--- config.mk ---
export PLATFORM = sky130hd
export DESIGN_NAME = adc_serial_multi_flat
export DESIGN_NICKNAME = d
export VERILOG_FILES = /design/src/rtl/adc_serial_multi_pkg.sv /design/src/rtl/adc_serial_multi_if.sv /design/src/rtl/adc_serial_multi_shift_ch.sv /design/src/rtl/adc_serial_multi.sv /design/src/flat_wrapper.sv
export SDC_FILE = /design/constraint.sdc
export NUM_CORES = 1
export LEC_CHECK = 0
export ABC_AREA = 1
export CORE_ASPECT_RATIO = 0.6
export CORE_MARGIN = 3
export CORE_UTILIZATION = 50
export DETAILED_ROUTE_END_ITERATION = 10
export PLACE_DENSITY = 0.74
export SYNTH_ARGS = -nofsm -noshare
export SYNTH_HDL_FRONTEND = slang
export SYNTH_SLANG_ARGS = --single-unit
--- constraint.sdc ---
create_clock -name clk -period 1.9 [get_ports clk]
set_input_delay 0.38 -clock clk [delete_from_list [all_inputs] [get_ports clk]]
set_output_delay 0.38 -clock clk [all_outputs]
set_load 0.01 [all_outputs]
--- src/rtl/adc_serial_multi_pkg.sv ---
// Shared types and elaboration helpers for the multi-channel serial ADC reader.
// Optional feature macro used by this design: ADC_AVG_EN (per-channel frame averaging).
package adc_serial_pkg;

    typedef enum logic [1:0] {
        IDLE,
        SETUP,
        SHIFT,
        CONV
    } adc_state_e;

    // Total clk cycles from SETUP entry to the next SETUP entry while running.
    function automatic int unsigned frame_cycles(input int unsigned data_w,
                                                 input int unsigned clk_div,
                                                 input int unsigned conv_cycles);
        return clk_div * (1 + 2 * data_w) + conv_cycles;
    endfunction

    // Width of a counter that runs 0..n-1 (never narrower than one bit).
    function automatic int unsigned cnt_width(input int unsigned n);
        return (n <= 2) ? 1 : $clog2(n);
    endfunction

    function automatic bit params_ok(input int unsigned ch_num,
                                     input int unsigned data_w,
                                     input int unsigned clk_div,
                                     input int unsigned conv_cycles,
                                     input int unsigned avg_log2);
        return (ch_num >= 1) && (ch_num <= 8) &&
               (data_w >= 4) && (data_w <= 16) &&
               (clk_div >= 1) && (conv_cycles >= 1) &&
               (avg_log2 >= 1) && (avg_log2 <= 4);
    endfunction

endpackage

--- src/rtl/adc_serial_multi_if.sv ---
// ADC pins plus the result valid/ready handshake, bundled for the reader top.
// The master modport is the reader; the slave modport is the ADC/consumer side.
interface adc_serial_multi_if #(
    parameter int unsigned CH_NUM = 4,
    parameter int unsigned DATA_W = 8
) ();
    logic                       en;
    logic [CH_NUM-1:0]          AD_DO;
    logic                       AD_CS;
    logic                       AD_CLK;
    logic [CH_NUM*DATA_W-1:0]   data_out;
    logic                       data_valid;
    logic                       data_ready;
    logic                       overrun;

    modport master (
        input  en, AD_DO, data_ready,
        output AD_CS, AD_CLK, data_out, data_valid, overrun
    );

    modport slave (
        output en, AD_DO, data_ready,
        input  AD_CS, AD_CLK, data_out, data_valid, overrun
    );
endinterface

--- src/rtl/adc_serial_multi_shift_ch.sv ---
// One channel of the serial ADC reader: MSB-first shift register and, when
// ADC_AVG_EN is defined, a frame accumulator that yields a truncated mean.
module adc_shift_ch #(
    parameter int unsigned DATA_W = 8
`ifdef ADC_AVG_EN
    ,
    parameter int unsigned AVG_LOG2 = 2
`endif
) (
    input  logic              clk,
    input  logic              rst,
    input  logic              sd,         // serial data from this channel's ADC
    input  logic              shift_en,   // AD_CLK rising this cycle
    input  logic              pub,        // frame complete this cycle
    input  logic              clr,        // run stopping; drop any partial state
    output logic [DATA_W-1:0] result,
    output logic              res_valid   // result is to be published this cycle
);

    logic [DATA_W-1:0] sh_q;

    // Capture one bit per AD_CLK rise; start each frame from a clean register.
    always_ff @(posedge clk) begin
        if (rst || pub || clr) begin
            sh_q <= '0;
        end else if (shift_en) begin
            sh_q <= {sh_q[DATA_W-2:0], sd};
        end
    end

`ifdef ADC_AVG_EN
    localparam int unsigned ACC_W = DATA_W + AVG_LOG2;

    logic [ACC_W-1:0]    acc_q;
    logic [ACC_W-1:0]    sum;
    logic [AVG_LOG2-1:0] grp_q;
    logic                grp_last;

    // Running sum including the frame that is completing now.
    always_comb begin
        sum       = acc_q + {{AVG_LOG2{1'b0}}, sh_q};
        grp_last  = &grp_q;
        result    = sum[ACC_W-1:AVG_LOG2];
        res_valid = pub && grp_last;
    end

    // Accumulate frames; restart the group after it publishes or the run stops.
    always_ff @(posedge clk) begin
        if (rst || clr) begin
            acc_q <= '0;
            grp_q <= '0;
        end else if (pub) begin
            if (grp_last) begin
                acc_q <= '0;
                grp_q <= '0;
            end else begin
                acc_q <= sum;
                grp_q <= grp_q + 1'b1;
            end
        end
    end
`else
    // Every completed frame publishes its raw sample.
    always_comb begin
        result    = sh_q;
        res_valid = pub;
    end
`endif

endmodule

--- src/rtl/adc_serial_multi.sv ---
// Multi-channel serial ADC reader: one shared AD_CS/AD_CLK pair, CH_NUM data
// lines captured in parallel, results offered on a valid/ready handshake.
// Optional feature: define ADC_AVG_EN to publish the mean of 2**AVG_LOG2 frames.
module adc_serial_multi
    import adc_serial_pkg::*;
#(
    parameter int unsigned CH_NUM      = 4,
    parameter int unsigned DATA_W      = 8,
    parameter int unsigned CLK_DIV     = 1,
    parameter int unsigned CONV_CYCLES = 22,
    parameter int unsigned AVG_LOG2    = 2
) (
    input logic              clk,
    input logic              rst,
    adc_serial_multi_if.master bus
);

    localparam int unsigned CNT_MAX = (CLK_DIV > CONV_CYCLES) ? CLK_DIV : CONV_CYCLES;
    localparam int unsigned CNT_W   = cnt_width(CNT_MAX);
    localparam int unsigned BIT_W   = cnt_width(DATA_W);

    if (!params_ok(CH_NUM, DATA_W, CLK_DIV, CONV_CYCLES, AVG_LOG2)) begin : g_param_err
        $error("adc_serial_multi: parameter out of range");
    end

    adc_state_e                state_q;
    logic [CNT_W-1:0]          cnt_q;
    logic [BIT_W-1:0]          bit_q;
    logic                      cs_q;
    logic                      sclk_q;
    logic [CH_NUM*DATA_W-1:0]  data_q;
    logic                      valid_q;
    logic                      ovr_q;

    logic                      div_end;
    logic                      conv_end;
    logic                      bit_end;
    logic                      shift_en;
    logic                      frame_done;
    logic                      to_idle;
    logic                      publish;
    logic [DATA_W-1:0]         ch_result [CH_NUM];
    logic [CH_NUM-1:0]         ch_rvalid;

    // Phase-end decodes and the per-frame strobes shared by all channels.
    always_comb begin
        div_end    = (cnt_q == CNT_W'(CLK_DIV - 1));
        conv_end   = (cnt_q == CNT_W'(CONV_CYCLES - 1));
        bit_end    = (bit_q == BIT_W'(DATA_W - 1));
        shift_en   = (state_q == SHIFT) && div_end && !sclk_q;
        frame_done = (state_q == SHIFT) && div_end && sclk_q && bit_end;
        to_idle    = (state_q == CONV) && conv_end && !bus.en;
        publish    = &ch_rvalid;
    end

    // Frame sequencer; AD_CS and AD_CLK are updated on the same edge as the state.
    always_ff @(posedge clk) begin
        if (rst) begin
            state_q <= IDLE;
            cnt_q   <= '0;
            bit_q   <= '0;
            cs_q    <= 1'b1;
            sclk_q  <= 1'b0;
        end else begin
            unique case (state_q)
                IDLE: begin
                    cnt_q <= '0;
                    if (bus.en) begin
                        state_q <= SETUP;
                        cs_q    <= 1'b0;
                    end
                end
                SETUP: begin
                    if (div_end) begin
                        state_q <= SHIFT;
                        cnt_q   <= '0;
                        bit_q   <= '0;
                        sclk_q  <= 1'b0;
                    end else begin
                        cnt_q <= cnt_q + 1'b1;
                    end
                end
                SHIFT: begin
                    if (!div_end) begin
                        cnt_q <= cnt_q + 1'b1;
                    end else begin
                        cnt_q <= '0;
                        if (!sclk_q) begin
                            sclk_q <= 1'b1;
                        end else if (bit_end) begin
                            state_q <= CONV;
                            cs_q    <= 1'b1;
                            sclk_q  <= 1'b0;
                        end else begin
                            sclk_q <= 1'b0;
                            bit_q  <= bit_q + 1'b1;
                        end
                    end
                end
                CONV: begin
                    if (!conv_end) begin
                        cnt_q <= cnt_q + 1'b1;
                    end else begin
                        cnt_q <= '0;
                        if (bus.en) begin
                            state_q <= SETUP;
                            cs_q    <= 1'b0;
                        end else begin
                            state_q <= IDLE;
                        end
                    end
                end
            endcase
        end
    end

    for (genvar c = 0; c < CH_NUM; c++) begin : g_ch
        adc_shift_ch #(
            .DATA_W   (DATA_W)
`ifdef ADC_AVG_EN
            ,
            .AVG_LOG2 (AVG_LOG2)
`endif
        ) u_ch (
            .clk       (clk),
            .rst       (rst),
            .sd        (bus.AD_DO[c]),
            .shift_en  (shift_en),
            .pub       (frame_done),
            .clr       (to_idle),
            .result    (ch_result[c]),
            .res_valid (ch_rvalid[c])
        );
    end

    // Output holding register: a publish always wins over a same-cycle accept.
    always_ff @(posedge clk) begin
        if (rst) begin
            data_q  <= '0;
            valid_q <= 1'b0;
            ovr_q   <= 1'b0;
        end else begin
            ovr_q <= publish && valid_q && !bus.data_ready;
            if (publish) begin
                for (int c = 0; c < CH_NUM; c++) begin
                    data_q[c*DATA_W +: DATA_W] <= ch_result[c];
                end
                valid_q <= 1'b1;
            end else if (valid_q && bus.data_ready) begin
                valid_q <= 1'b0;
            end
        end
    end

    assign bus.AD_CS      = cs_q;
    assign bus.AD_CLK     = sclk_q;
    assign bus.data_out   = data_q;
    assign bus.data_valid = valid_q;
    assign bus.overrun    = ovr_q;

endmodule
--- src/flat_wrapper.sv ---
// flat-port wrapper written by rule: the top's interface ports become plain ports
module adc_serial_multi_flat import adc_serial_pkg::*;
#(
    parameter int unsigned CH_NUM      = 4,
    parameter int unsigned DATA_W      = 8,
    parameter int unsigned CLK_DIV     = 1,
    parameter int unsigned CONV_CYCLES = 22,
    parameter int unsigned AVG_LOG2    = 2
)
  (clk, rst, bus_en, bus_AD_DO, bus_data_ready, bus_AD_CS, bus_AD_CLK, bus_data_out, bus_data_valid, bus_overrun);
  adc_serial_multi_if #(.CH_NUM(CH_NUM), .DATA_W(DATA_W)) bus_i ();
  input logic clk;
  input logic rst;
  input wire logic [$bits(bus_i.en)-1:0] bus_en;
  input wire logic [$bits(bus_i.AD_DO)-1:0] bus_AD_DO;
  input wire logic [$bits(bus_i.data_ready)-1:0] bus_data_ready;
  output wire logic [$bits(bus_i.AD_CS)-1:0] bus_AD_CS;
  output wire logic [$bits(bus_i.AD_CLK)-1:0] bus_AD_CLK;
  output wire logic [$bits(bus_i.data_out)-1:0] bus_data_out;
  output wire logic [$bits(bus_i.data_valid)-1:0] bus_data_valid;
  output wire logic [$bits(bus_i.overrun)-1:0] bus_overrun;
  assign bus_i.en = bus_en;
  assign bus_i.AD_DO = bus_AD_DO;
  assign bus_i.data_ready = bus_data_ready;
  assign bus_AD_CS = bus_i.AD_CS;
  assign bus_AD_CLK = bus_i.AD_CLK;
  assign bus_data_out = bus_i.data_out;
  assign bus_data_valid = bus_i.data_valid;
  assign bus_overrun = bus_i.overrun;
  adc_serial_multi #(.CH_NUM(CH_NUM), .DATA_W(DATA_W), .CLK_DIV(CLK_DIV), .CONV_CYCLES(CONV_CYCLES), .AVG_LOG2(AVG_LOG2)) u_core (.clk(clk), .rst(rst), .bus(bus_i));
endmodule
## After elaboration in Yosys (flattened, before gate mapping)

Index checks and enable logic that the tools add are counted.
W data, S select, Z words.

- Bits in registers: 78
- Latch bits: 0
- Memory bits (writable): 0
- Bits in read-only memories: 0
- Bits of input ports: 8
- Word-level logic and storage cells: 78
- Memories kept: 0

- Add/subtract/negate cells: 2
- Multiply operators: 0
- Divide/modulo/power cells: 0
- $lt $le $gt $ge: 0
- Eq/ne operators: 12
- Shift operators: 0
- Multiplexer cells: 28
- Bitwise logic cells: 0
- Reductions and logical operators: 24

Operator list:

| kind | number |
|---|---|
| $pmux W5 S3 | 1 |
| $mux W2 | 6 |
| $mux W3 | 4 |
| $mux W1 | 11 |
| $mux W5 | 2 |
| $ne A2 B1 Y1 const B | 5 |
| $reduce_and A5 Y1 | 2 |
| $logic_and A1 B1 Y1 | 9 |
| $pmux W2 S4 | 1 |
| $pmux W3 S2 | 1 |
| $reduce_and A6 Y1 | 1 |
| $add A5 B1 Y5 const B | 1 |
| $eq A5 B5 Y1 const B | 1 |
| $logic_not A5 Y1 | 1 |
| $eq A2 B2 Y1 const B | 2 |
| $ne A2 B2 Y1 const B | 2 |
| $reduce_bool A2 Y1 | 2 |
| $add A3 B1 Y3 const B | 1 |
| $eq A3 B3 Y1 const B | 1 |
| $logic_not A1 Y1 | 3 |
| $pmux W1 S3 | 1 |
| $reduce_and A3 Y1 | 1 |
| $reduce_bool A3 Y1 | 1 |
| $eq A2 B1 Y1 const B | 1 |
| other kinds (4) | 5 |

## Longest topological paths before layout

Gate-level depths: netlist of the first run.

- Depth in word-level cells: 6
- Gate-level depth with buffers: 11
- Depth with buffers taken out: 11

## Cells and area by module

A second synthesis of the first run with hierarchy kept.

- Cells, all modules: 503
- Area, all modules: 3564.7 um^2

By module, submodules not included:

| module | times used | cells each | area an instance (um^2) | sequential area each (um^2) |
|---|---|---|---|---|
| adc_serial_multi | 1 | 255 | 1923.1 | 920.9 |
| adc_shift_ch | 4 | 62 | 410.4 | 160.2 |

## Least setup slack after synthesis of the first run

Ideal clock, no wire load.

- Kind: register -> register
- Start: register u_core.state_q[0]
- End: register u_core.g_ch[0].u_ch.sh_q[0]
- Arrival time: 1.559 ns
- Data required time: 1.830 ns
- Slack: 0.271 ns
- Stages on the path, launching flop included: 10
- Path buffers: 2
- Clock period less this slack: 1.629 ns
- Path through: dfxtp_1 > inv_1 > ha_1 > buf_4 > nand2_1 > inv_1 > nand2_2 > clkbuf_1 > nand2_1 > a21oi_1

- Longest elaborated chain between the ends: 6
- Elaborated cells on any way between the ends: 10

Ends and longest elaborated chain:

| what | line | text |
|---|---|---|
| from (decl) | adc_serial_multi.sv:26 | `adc_state_e state_q;` |
| from (signal assigned) | adc_serial_multi.sv:59 | `state_q <= IDLE;` |
| from (signal assigned) | adc_serial_multi.sv:69 | `state_q <= SETUP;` |
| from (signal assigned) | adc_serial_multi.sv:75 | `state_q <= SHIFT;` |
| $eq A2 B2 Y1 | adc_serial_multi.sv:50, adc_serial_multi.sv:51 |  |
| $logic_and A1 B1 Y1 | adc_serial_multi.sv:50, adc_serial_multi.sv:51 |  |
| $logic_and A1 B1 Y1 (2 in a row) | adc_serial_multi.sv:51 | `frame_done = (state_q == SHIFT) && div_end && sclk_q && bit_end;` |
| $logic_or A1 B1 Y1 (2 in a row) | adc_serial_multi_shift_ch.sv:24 | `if (rst \|\| pub \|\| clr) begin` |
| to (signal assigned) | adc_serial_multi_shift_ch.sv:27 | `sh_q <= {sh_q[DATA_W-2:0], sd};` |
| to (decl) | adc_serial_multi_shift_ch.sv:20 | `logic [DATA_W-1:0] sh_q;` |

Parallel ways exist; a longest one is shown, timed or not.
A chain may end at the register's enable or synchronous reset.

## Worst setup path after layout of the first run

- Start: register u_core.sclk_q, in the netlist u_core.bus.AD_CLK
- End: output port bus_AD_CLK

RTL lines:

| what | line | text |
|---|---|---|
| from (decl) | adc_serial_multi.sv:30 | `logic sclk_q;` |
| from (signal assigned) | adc_serial_multi.sv:63 | `sclk_q <= 1'b0;` |
| from (signal assigned) | adc_serial_multi.sv:78 | `sclk_q <= 1'b0;` |
| from (signal assigned) | adc_serial_multi.sv:89 | `sclk_q <= 1'b1;` |
| to (decl) | flat_wrapper.sv:18 | `output wire logic [$bits(bus_i.AD_CLK)-1:0] bus_AD_CLK;` |

No word-level cell between the ends.

==> results of run 1 <==
## how the worst max path moves through the flow
| stage | slack, ns | depth (start not counted) | end | start |
|---|---|---|---|---|
| global placement | 0.29 | 5 | u_core.bus.data_out[14] | rst |
| floorplan | 0.27 | 9 | u_core.g_ch[0].u_ch.result[0] | u_core.state_q[0] |
| detailed placement | 0.24 | 9 | u_core.g_ch[3].u_ch.result[5] | u_core.cnt_q[0] |
| CTS | 0.15 | 1 | bus_AD_CLK | u_core.bus.AD_CLK |
| global route | 0.03 | 9 | u_core.g_ch[0].u_ch.result[0] | u_core.cnt_q[0] |
| finish | 0.17 | 1 | bus_AD_CLK | u_core.bus.AD_CLK |
## state kept, by name, indices dropped and copies added, names as in the netlist
| signal | flops |
|---|---|
| u_core.bus.data_out | 32 |
| u_core.bus.overrun | 1 |
| u_core.bus.AD_CS | 1 |
| u_core.bus.AD_CLK | 1 |
| u_core.g_ch.u_ch.result | 32 |
| u_core.bit_q | 3 |
| u_core.bus.data_valid | 1 |
| u_core.state_q | 2 |
| u_core.cnt_q | 5 |
## cell families (layout without fill, tap and decap cells)
kind of cell | Yosys count | in the layout
compound gates | 43 | 43
xor+xnor | 2 | 2
fa+ha+maj | 11 | 11
buf+inv | 41 | 91
flops | 78 | 78
simple gates | 225 | 225
## per-layer routing
layer	vias to the layer above	GRT usage (%)
met5	-	0
met3	8	7.16
met2	65	29.1
met1	1190	25.6
met4	0	3.51
li1	1359	-
## cells in the mapped netlist
cell / number / share of area, %
buf_2: 7 / 1.1
nand4_4: 1 / 0.70
o22ai_1: 1 / 0.21
a21boi_0: 1 / 0.25
ha_1: 11 / 4.5
xnor2_1: 1 / 0.29
o21ai_0: 1 / 0.16
nand3_1: 42 / 6.9
nor2_1: 18 / 2.2
nor3_1: 1 / 0.16
buf_1: 3 / 0.37
o2111ai_1: 1 / 0.29
nand2_2: 1 / 0.21
nand2_1: 157 / 19
inv_2: 3 / 0.37
clkbuf_1: 6 / 0.74
nand4_1: 2 / 0.41
buf_4: 4 / 0.98
nor2_2: 1 / 0.21
inv_1: 18 / 2.2
xor2_1: 1 / 0.29
a21oi_1: 39 / 6.4
nor2_4: 1 / 0.37
dfxtp_1: 78 / 51
or2_2: 1 / 0.21
## layout make-up
| class | count | area [µm²] |
|---|---|---|
| fill | 513 | 1940 |
| sequential | 78 | 1560 |
| multi-input combinational | 281 | 1310 |
| timing repair buffer | 54 | 538 |
| clock buffer | 9 | 124 |
| tap | 80 | 100 |
| inverter | 21 | 78.8 |
| clock inverter | 7 | 72.6 |
## power by group
group / total [mW] / internal (mW) / switching [mW] / leakage (nW)
combinational: 0.782 / 0.284 / 0.499 / 0.860
clock: 1.21 / 0.610 / 0.599 / 0.0960
sequential: 1.76 / 1.71 / 0.0538 / 0.630
total: 3.75 / 2.60 / 1.15 / 1.59
## stage by stage
stage          hold slack, ns  instance area (µm²)  power (mW)  instances
2_1_floorplan           0.419                 3050        2.36        400
3_3_place_gp            0.438                 3590        2.56        514
3_5_place_dp            0.438                 3590        2.57        514
4_1_cts                 0.449                 3790        3.78        530
5_1_grt                 0.484                 3790        3.98        530
6_report                0.452                 3790        3.75        530
==> summary.md, run 1 <==
| Metric | Value |
|---|---|
| Outcome | `finished clean` |
| Hold depth | `2` |
| Initial Util | `53.3%` |
| Num CTS Buffers | `9` |
| Die Area | `0.00711 mm²` |
| Crit Path Class | `flip-flop to output port` |
| Final Worst Setup Slack | `0.173 ns` |
| Antenna violations before repair | `0` |
| Clock Latency Late Sink | `approximately 0.34 ns` |
| Mapped Cells | `400` |
| Worst slew margin | `between 60% and 70%` |
| Seq/Total Area, Yosys | `roughly half` |
| Port Buffer Count | `43` |
| CP max FO | `4` |
| Hold Buf Count CTS | `0` |
| Layout cell share with drive strength beyond 1 | `a little under 8%` |
| WHS Endpoint | `u_core.bus.data_out[7]` |
| Die Ht | `between 60 and 70 µm` |
| Initial detailed-routing violation count | `between 100 and 150` |
| Launch point of the worst reg-to-reg path | `u_core.cnt_q[0]` |
| DRT Pass-1 Iters | `5` |
| Htree depth | `3` |
| Routability Congestion | `just over 0.8` |
| Fin. Hold Viols | `0` |
| CP max stage delay | `between 0.5 and 0.6 ns` |
| # DRC | `0` |
| Final setup viols | `0` |
| Post-Route M1 WL | `between 3000 and 4000 µm` |
| Crit path required time | `roughly 1.5 ns` |
| WL/cell | `roughly 12 µm` |
| First-pass GRT wire length | `around 11,000 µm` |
| Max_cap viols | `0` |
| R2R depth | `9` |
| GRT Residual Overflow | `0` |
| Antenna fix cells | `0` |
| Clock root buffer | `clkbuf_8` |
| Max Transition Viols Final | `0` |
| DP Worst Slack | `~0.24 ns` |
| Reg2Reg Setup Slack | `0.24 ns` |
| GRT Resource Usage Total | `a little under a fifth` |
| Worst path cell trace | `clkdlybuf4s50_1` |
| CTS resizes | `0` |
| CTS Sinks | `78` |
| Most frequent cells in the layout | `157 x nand2_1, 78 x dfxtp_1, 43 x clkdlybuf4s50_1` |
| Metal3 WL | `between 300 and 400 µm` |
| Post-Synth Simple-Gate Area | `30.7%` |
| DR vias | `2,622` |
| DR top layer | `met4` |
| Post-route antenna net violation count | `0` |
| Adder-Cell Fraction of Synth Area | `about 4.5%` |
| Nets | `around 460` |
| CTS tree | `yes` |
| CP max-delay cell | `clkdlybuf4s50_1` |
| Mux contribution to synthesized area | `0%` |
| DP HPWL | `4150 µm` |
| IO Count | `44` |
| Number of global-route vias before repair | `2,398` |
| Ys Warns | `0` |
| Commonest non-fill, non-tap cell in the layout | `nand2_1` |
| Avg Inst Size Synth | `about 7.6 µm²` |
| Largest net degree at the start of global routing | `33` |
| Leak Pwr | `~1.6 nW` |
| Tmin final | `between 1.5 and 2 ns` |
| Reg-to-reg endpoint | `u_core.g_ch[3].u_ch.result[4]` |
| Sum of negative setup slack | `0 ns` |
| Mapped Nets | `between 400 and 500` |
| Drt via density | `between 4 and 5` |
| Power per cell area | `991 mW/mm²` |
| Combinational family with the most area after synthesis | `simple AND/OR/NAND/NOR gates` |
| Critical path's top delay family | `buffers and inverters` |
| Final cell utilization of the core | `about two thirds` |
| VDD IR max | `0.490 mV` |
| Core Area | `approximately 0.0057 mm²` |
| Yosys cell types | `25` |
| Hold path start | `u_core.g_ch[0].u_ch.result[7]` |
| Skew final | `~0.0074 ns` |
| Max Clock Freq | `0.579 GHz` |
| Final period utilization | `90.9%` |
| Worst-margin pin slew | `roughly 0.5 ns` |
| RSZ-0062 raised after global routing | `false` |
| Post-synthesis cell area | `between 0.003 and 0.004 mm²` |
| Post-Synth XOR/XNOR Area | `0.574%` |
| Clock transition at path regs | `~0.080 ns` |
| Cell row count | `21` |
| CTS max path bufs | `2` |
| DR WL met2 | `~2700 µm` |
| Total wire length | `approximately 6100 µm` |
| Compound-Gate Fraction of Synth Area | `around 7.3%` |
| Post-CTS setup buffer count | `0` |
| CP endpoint kind | `output port` |
| WP buf/inv | `1` |
| Die Width | `~110 µm` |
| Worst hold path type | `flip-flop to flip-flop` |
| WP data arrival | `1.35 ns` |
| #FFs+latches synth | `78` |
| Layout area overhead | `24.1%` |
| Crit path launch type | `flip-flop` |
(Power assumes the default switching activity.)
==> inputs of run 2 (changes only) <==
Settings changed: CORE_UTILIZATION 50 to 40, PLACE_DENSITY 0.74 to 0.62.
Clock period 1.9 ns to 2 ns, I/O delays scaled along.
==> run 2 against run 1 <==
Effect of this change:
- final cell count rose by 3.4%
- core utilization decreased by 10 points
- largest power group unchanged
- clock skew decreased by 0.0015 ns
- die area rose by 23%
- cell area up 3.1%
- routed wire length grew 3.7%
- sequential power shrank 4%
==> summary.md, run 2 (same netlist as run 1, synthesis figures left out) <==
| Metric | Value |
|---|---|
| Layout area overhead | `28.0%` |
| Largest net degree at the start of global routing | `33` |
| Total wire length | `between 6000 and 7000 µm` |
| Critical path's top delay family | `buffers and inverters` |
| RSZ-0062 raised after global routing | `false` |
| CP endpoint kind | `output port` |
| Hold Buf Count CTS | `0` |
| Filler cell count | `687` |
| Die Ht | `between 70 and 80 µm` |
| CP max FO | `4` |
| Clock Latency Late Sink | `0.33 ns` |
| Crit path launch type | `flip-flop` |
| WHS Endpoint | `u_core.bus.data_out[7]` |
| GRT Resource Usage Total | `between 10% and 20%` |
| Cell row count | `23` |
| Top Usage Layer GRT | `met2` |
| Crit Path Class | `flip-flop to output port` |
| Area of the multi-input gates | `0.00132 mm²` |
| Hold depth | `2` |
| Clock transition at path regs | `around 0.06 ns` |
| Max Transition Viols Final | `0` |
| Crit path required time | `about 1.6 ns` |
| Skew final | `between 0.005 and 0.006 ns` |
| Max_cap viols | `0` |
| CP max stage delay | `a little under 0.6 ns` |
| Tmin final | `around 1.7 ns` |
| Die Width | `roughly 120 µm` |
| Post-CTS setup buffer count | `0` |
| Worst path cell trace | `clkdlybuf4s50_1` |
| Leak Pwr | `1.63 nW` |
| GRT Residual Overflow | `0` |
| Fin. Hold Viols | `0` |
| Sequential Area | `between 0.0015 and 0.002 mm²` |
| Layout cell share with drive strength beyond 1 | `roughly 7.6%` |
| WP buf/inv | `1` |
| DP HPWL | `roughly 4400 µm` |
| Final Worst Setup Slack | `0.259 ns` |
| DR vias | `around 2,600` |
| Drt via density | `4.67` |
| CP max-delay cell | `clkdlybuf4s50_1` |
| Port Buffer Count | `43` |
| Reg-to-reg endpoint | `u_core.g_ch[0].u_ch.result[5]` |
| Final setup viols | `0` |
| Initial detailed-routing violation count | `84` |
| WL/cell | `11.6 µm` |
| Sum of negative setup slack | `0 ns` |
| Commonest non-fill, non-tap cell in the layout | `nand2_1` |
| Power per cell area | `1020 mW/mm²` |
| Hold path start | `u_core.g_ch[0].u_ch.result[7]` |
| VDD IR max | `0.595 mV` |
| CTS tree | `yes` |
| Clock root buffer | `clkbuf_16` |
| Post-route antenna net violation count | `0` |
| Antenna fix cells | `0` |
| IO Count | `between 40 and 50` |
| DRT Pass-1 Iters | `4` |
| Grt met1 use | `21.0%` |
| Antenna violations before repair | `0` |
| First-pass GRT wire length | `roughly 11,000 µm` |
| WP data arrival | `around 1.3 ns` |
| CTS resizes | `0` |
| Most frequent cells in the layout | `157 x nand2_1, 78 x dfxtp_1, 43 x clkdlybuf4s50_1` |
| CTS max path bufs | `2` |
| Worst hold path type | `flip-flop to flip-flop` |
| Final Cell Area | `about 0.0039 mm²` |
| Number of global-route vias before repair | `~2,500` |
| Met3 usage | `6.46%` |
| Die Area | `between 0.008 and 0.009 mm²` |
| Min Hold Slack | `~0.45 ns` |
| Routability Congestion | `0.823` |
| Initial Util | `43.5%` |
| CTS Sinks | `78` |
| Max Clock Freq | `~0.57 GHz` |
| # DRC | `0` |
| Final period utilization | `just under 90%` |
| Htree depth | `3` |
| R2R depth | `9` |
| Placement Cell Area | `~0.0036 mm²` |
| Worst-margin pin slew | `between 0.4 and 0.5 ns` |
| Launch point of the worst reg-to-reg path | `u_core.state_q[0]` |
| Outcome | `finished clean` |
| Reg2Reg Setup Slack | `between 0.2 and 0.3 ns` |
| Tot Pwr | `approximately 4 mW` |
| Core Area | `between 0.007 and 0.008 mm²` |
| Num CTS Buffers | `9` |
| Nets | `464` |
| DP Worst Slack | `about 0.19 ns` |
| Worst slew margin | `around two thirds` |
| Met2 usage | `25.5%` |
[run 2: worst max-delay path by stage]
stage | startpoint | end | cells past startpoint
finish | u_core.bus.AD_CLK | bus_AD_CLK | 1
global route | u_core.state_q[0] | u_core.g_ch[3].u_ch.result[1] | 8
CTS | u_core.state_q[0] | u_core.g_ch[3].u_ch.result[5] | 8
detailed placement | u_core.state_q[0] | u_core.g_ch[3].u_ch.result[5] | 8
global placement | u_core.state_q[0] | u_core.g_ch[2].u_ch.result[1] | 9
floorplan | u_core.state_q[0] | u_core.g_ch[0].u_ch.result[0] | 9
[run 2: routing by layer]
layer,share of wire [%],routed length [µm]
met5,0,0
met4,0.77,49
met3,6.2,395
met2,42,2680
met1,51,3250
[run 2: worst min-delay path, cell delays in order, from the launching register on]
cell and delay [ns]:
dfxtp_1 0.31, nand2_1 0.06, nand2_1 0.04
[run 2: layout make-up]
class / count / area share, %
clock buffers: 10 / 6.12
clock inverters: 4 / 1.25
inverters: 21 / 2.02
multi-input cells: 281 / 33.7
flip-flops and latches: 78 / 40.0
well taps: 100 / 3.20
repair buffers: 54 / 13.8
[run 2: metrics by stage]
step,util (%),cells
3_5_place_dp,51.5,534
2_1_floorplan,-,400
6_report,55.6,548
4_1_cts,55.6,548
3_3_place_gp,51.5,534
5_1_grt,55.6,548
[run 2: power breakdown]
group,total [mW],switching [mW],internal [mW]
Sequential,1.69,0.0628,1.63
Combinational,0.727,0.461,0.266
Clock,1.56,0.582,0.982
==> inputs of run 3 (changes only) <==
Settings changed: CORE_ASPECT_RATIO 0.6 to 1.25.
==> run 3 against run 2 <==
Effect of this change:
- cell area decreased by 4.2%
- sequential share of layout area up 1.7 points
- total power decreased by 15%
- sequential power barely moved
- flip-flop and latch count did not move
- largest cell class unchanged
- final cell count down 1.6%
- critical path depth up 6
- core utilization is 5.0 points lower
- clock skew grew 0.0014 ns
- combinational power fell by 3.6%
- setup slack lost 0.059 ns
- routed wire length about the same
==> summary.md, run 3 (same netlist as run 1, synthesis figures left out) <==
| Metric | Value |
|---|---|
| Max Transition Viols Final | `0` |
| Total wire length | `approximately 6400 µm` |
| Fin. Hold Viols | `0` |
| First-pass GRT wire length | `around 11,000 µm` |
| Skew final | `0.00723 ns` |
| Post-Route M1 WL | `approximately 2900 µm` |
| Crit path required time | `2.23 ns` |
| Final setup viols | `0` |
| GRT Resource Usage Total | `approximately 15%` |
| Port Buffer Count | `43` |
| Final period utilization | `about nine tenths` |
| Clock root buffer | `clkbuf_8` |
| Htree depth | `3` |
| Antenna fix cells | `0` |
| DR top layer | `met4` |
| DR vias | `roughly 2,600` |
| Worst-margin pin slew | `slightly above 0.5 ns` |
| Die Ht | `104 µm` |
| Cell row count | `35` |
| CTS resizes | `0` |
| Clock network power share | `approximately 30%` |
| CTS max path bufs | `2` |
| CP max FO | `8` |
| DR WL met2 | `3200 µm` |
| Leak Pwr | `approximately 1.6 nW` |
| WP data arrival | `around 2 ns` |
| Layout area overhead | `22.7%` |
| Power per cell area | `between 900 and 1000 mW/mm²` |
| Worst hold path type | `flip-flop to flip-flop` |
| P_int | `between 2 and 2.5 mW` |
| Sw Share | `approximately 31%` |
| Sum of negative setup slack | `0 ns` |
| Largest net degree at the start of global routing | `34` |
| Clock Latency Late Sink | `about 0.34 ns` |
| Number of global-route vias before repair | `2,543` |
| Setup crit start | `u_core.state_q[0]` |
| Critical path's top delay family | `compound AO/OA/AOI/OAI gates` |
| Drt via density | `about 4.8` |
| DRT Pass-1 Iters | `4` |
| Metal3 WL | `179 µm` |
| Filler cell count | `roughly 740` |
| Launch point of the worst reg-to-reg path | `u_core.state_q[0]` |
| Most frequent cells in the layout | `157 x nand2_1, 78 x dfxtp_1, 43 x clkdlybuf4s50_1` |
| Core Area | `0.00740 mm²` |
| Psw | `roughly 1.0 mW` |
| Crit Path Class | `flip-flop to flip-flop` |
| CP max-delay cell | `o2111ai_1` |
| CTS tree | `yes` |
| Post-route antenna net violation count | `0` |
| Reg2Reg Setup Slack | `between 0.2 and 0.25 ns` |
| Tmin final | `1.80 ns` |
| WP buf/inv | `2` |
| Worst slew margin | `between 60% and 70%` |
| CP max stage delay | `between 0.4 and 0.5 ns` |
| Logic pwr share | `roughly 21%` |
| Die Area | `approximately 0.0087 mm²` |
| RSZ-0062 raised after global routing | `false` |
| Initial Util | `between 40% and 50%` |
| Hold Buf Count CTS | `0` |
| WL/cell | `about 12 µm` |
| Nets | `462` |
| Crit path launch type | `flip-flop` |
| CP most frequent cell | `nand2_1` |
| Hold path start | `u_core.g_ch[1].u_ch.result[7]` |
| IO Count | `44` |
| DP HPWL | `4280 µm` |
| Outcome | `finished clean` |
| Num CTS Buffers | `9` |
| Max_cap viols | `0` |
| CP endpoint kind | `flip-flop` |
| Worst path cell trace | `inv_1 -> ha_1 -> buf_4 -> o2111ai_1 -> nand2_1 -> nand2_1 -> nor2_1` |
| Die Width | `between 80 and 90 µm` |
| Commonest non-fill, non-tap cell in the layout | `nand2_1` |
| # DRC | `0` |
| Routability Congestion | `between 0.8 and 0.9` |
| Antenna violations before repair | `0` |
| Layout cell share with drive strength beyond 1 | `roughly 6.9%` |
| VDD IR max | `0.458 mV` |
| Clock transition at path regs | `roughly 0.07 ns` |
| CTS Sinks | `about 80` |
| GRT Residual Overflow | `0` |
| Initial detailed-routing violation count | `between 100 and 150` |
| Post-CTS setup buffer count | `0` |
| Flop pwr share | `around 50%` |
| Tot Pwr | `between 3 and 4 mW` |
| Max Clock Freq | `between 0.5 and 0.6 GHz` |
## run 3: cell types whose count changed in the layout (fill, tap and decap cells not counted)
cell and delta:
clkbuf_1 +1, buf_4 -1, clkbuf_8 +9, buf_12 -1, ha_1 +1, clkinv_2 +1, ha_2 -1, clkbuf_16 -9
bufinv_16 -1
## run 3: layer usage
metal	vias to the layer above	GRT usage, %
met4	0	8.16
met1	1213	17.9
met5	-	0
li1	1350	-
met2	34	26.1
met3	10	2.23
## run 3: worst reg2reg max path: stages (launching register included)
cell       delay, ns
dfxtp_1         0.44
inv_1           0.12
ha_1            0.27
buf_4           0.18
o2111ai_1       0.45
nand2_1         0.11
nand2_1         0.08
nor2_1          0.04
## run 3: path summary, 6_finish.rpt
| kind | end | cells after the start |
|---|---|---|
| worst min register to register | u_core.bus.data_out[15] | 2 |
| worst max-delay path | u_core.bit_q[2] | 7 |
| worst min-delay path | u_core.bus.data_out[15] | 2 |
| worst max register to register | u_core.bit_q[2] | 7 |
## run 3: cell type report
cell class	instances	area [µm²]	share of cell area (%)
Clock buffer	11	141	3.78
Timing Repair Buffer	52	510	13.6
Sequential cell	78	1560	41.7
Multi-Input combinational cell	281	1310	35.1
Clock inverter	4	23.8	0.635
Inverter	21	78.8	2.10
Tap cell	92	115	3.07
## run 3: stage by stage
step	util (%)	cell area, µm²	hold WS, ns	setup WS (ns)	cells
floorplan	-	3050	0.419	0.371	400
global placement	48.4	3580	0.431	0.232	524
detailed placement	48.4	3580	0.440	0.220	524
CTS	50.6	3740	0.456	0.200	539
global route	50.6	3740	0.477	0.0357	539
finish	50.6	3740	0.452	0.201	539
## run 3: power by group through the flow
stage	Sequential (mW)	Combinational, mW	Clock (mW)
5_1_grt	1.70	0.794	1.10
3_5_place_dp	1.72	0.696	0
6_report	1.68	0.701	0.999
2_1_floorplan	1.71	0.526	0
4_1_cts	1.69	0.705	1.05
3_3_place_gp	1.72	0.685	0
==> variant: new RTL, flow settings as in run 3 <==
The 4 states of `adc_state_e` get a one-hot encoding in 4 bits.
--- a/src/rtl/adc_serial_multi_pkg.sv
+++ b/src/rtl/adc_serial_multi_pkg.sv
@@ -3,9 +3,9 @@
 package adc_serial_pkg;
 
-    typedef enum logic [1:0] {
-        IDLE,
-        SETUP,
-        SHIFT,
-        CONV
+    typedef enum logic [3:0] {
+        IDLE  = 4'b0001,
+        SETUP = 4'b0010,
+        SHIFT = 4'b0100,
+        CONV  = 4'b1000
     } adc_state_e;
 
Behaviour: no difference found for any inputs over 10 cycles, from zero or initial values and one cycle with rst high; not proved beyond that.
==> variant against run 3 <==
Via count up 7.3%; utilization increased by 0.30 points; area after synthesis up 9.0%; worst setup slack better by 0.11 ns; design area up 7.8%; routed wire length increased by 5.7%; total power rose by 8.9%; sequential cell count up 2; global-route usage rose by 0.19 points; sequential power is 4% higher.
==> variant: results (changes against run 3) <==
worst hold path depth=2 (unchanged); slowest CP cell=dfxtp_1; final hold slack=0.450 ns (-0.00291 ns); Syn. warnings=0 (unchanged); WP data arrival=1.93 ns (-0.10 ns); CTS root buf=clkbuf_8; Final #Nets=531 (+15%); Initial DRT Pass Iterations=5 (+1); CP peak stage delay=0.35 ns (-0.10 ns); PortBufs=43 (unchanged); die area=9460 µm² (+8.4%); final wirelength=6730 µm (+5.7%); Reg2Reg Setup Slack=0.31 ns (+0.11 ns); antenna diode count=0 (unchanged); Pleak=1.84 nW (+18%); vias in the first global route=2591 (+1.9%); post-route setup slack=0.310 ns (+0.109 ns); fraction of registers with async set/reset=0% (unchanged); share of post-route cells with drive strength above 1=6.12% (-0.82 points); slew margin rel.=75.7% (+10 points); vias per cell=4.53 (-6.4%); Hold Path Class=register to register; pre-CTS setup slack=0.225 ns (+0.00508 ns); syn_nets=487 (+16%); clk_skew=0.00674 ns (-0.000495 ns); Setup Buffers After CTS=0 (unchanged); list of most frequent post-synthesis cells=nand2_1 (188), dfxtp_1 (80), inv_1 (58), nor2_1 (56), nand3_1 (41); Initial DRC Count=203 (+95%); Area contributors post-synth=dfxtp_1 (48%), nand2_1 (21%), inv_1 (6.5%); H-tree depth=3 (unchanged); status=finished clean; initial antenna violation count=0 (unchanged); total CTS buffers=9 (unchanged); largest net degree at the start of global routing=37 (+8.8%); FF-to-FF path depth=10 (+3); Peak VDD IR=0.513 mV (+12%); All-Layer GR Usage=15.4% (+0.19 points); gpl congestion=0.748 (-8.2%); global-route wire length before repair=11500 µm (+4.6%); clk_lat worst skew=0.35 ns; synth unique cells=25 (unchanged); hpwl dp=4370 µm (+2.1%); Seq/Total Area, Yosys=48.1% (-3.0 points); crit-path max FO=20 (+12)
==> variant: stage by stage <==
step                power, W  area (µm²)  instances
CTS                  0.00374        4040        618
finish               0.00368        4040        618
floorplan            0.00230        3330        474
detailed placement   0.00244        3820        602
global placement     0.00243        3820        602
global route         0.00390        4040        618
==> variant: power breakdown <==
part	switching, W	internal [W]
sequential	0.0000766	0.00167
combinational	0.000432	0.000223
clock	0.000545	0.000737
==> variant: cell families (layout without fill, tap and decap cells) <==
| group | count (synthesis) | count (layout) | share of synthesized area (%) |
|---|---|---|---|
| DFF | 80 | 80 | 48.1 |
| xor gates and xnor gates | 2 | 2 | 0.526 |
| buffers and inverters | 78 | 127 | 10.7 |
| AOI/OAI and AO/OA | 12 | 12 | 1.80 |
| and+or+nand+nor | 297 | 297 | 37.0 |
| adders and majority gates | 5 | 5 | 1.88 |
==> variant: path summary, 6_finish.rpt <==
path | from | to
setup / recovery | u_core.cnt_q[0] | u_core.bus.data_out[30]
hold / removal | u_core.bus.data_out[10] | u_core.bus.data_out[10]
setup reg to reg | u_core.cnt_q[0] | u_core.bus.data_out[30]
hold reg to reg | u_core.bus.data_out[10] | u_core.bus.data_out[10]
==> variant: critical path: cells and delay by family, from the launching register on <==
kind	cells	cell delay, ns
buffers and inverters	3	0.33
AND/OR/NAND/NOR	5	0.70
adder cells (fa/ha/maj)	1	0.14
AO/OA/AOI/OAI	1	0.07
flip-flops	1	0.35
==> variant: final cells by class <==
class / count / area (µm²)
Timing Repair Buffer: 50 / 495
Multi-Input combinational cell: 316 / 1370
Clock buffer: 13 / 149
Inverter: 61 / 234
Sequential cell: 80 / 1600
Clock inverter: 3 / 65.1
Tap cell: 95 / 119
Fill cell: 792 / 3890
==> variant: per-layer routing <==
layer / part of all wire, % / global-route usage, % / vias to the layer above
met5: 0 / 0 / -
met4: 2.6 / 8.00 / 0
met3: 4.4 / 3.43 / 16
met2: 45 / 25.1 / 45
met1: 48 / 18.7 / 1230
li1: - / - / 1507
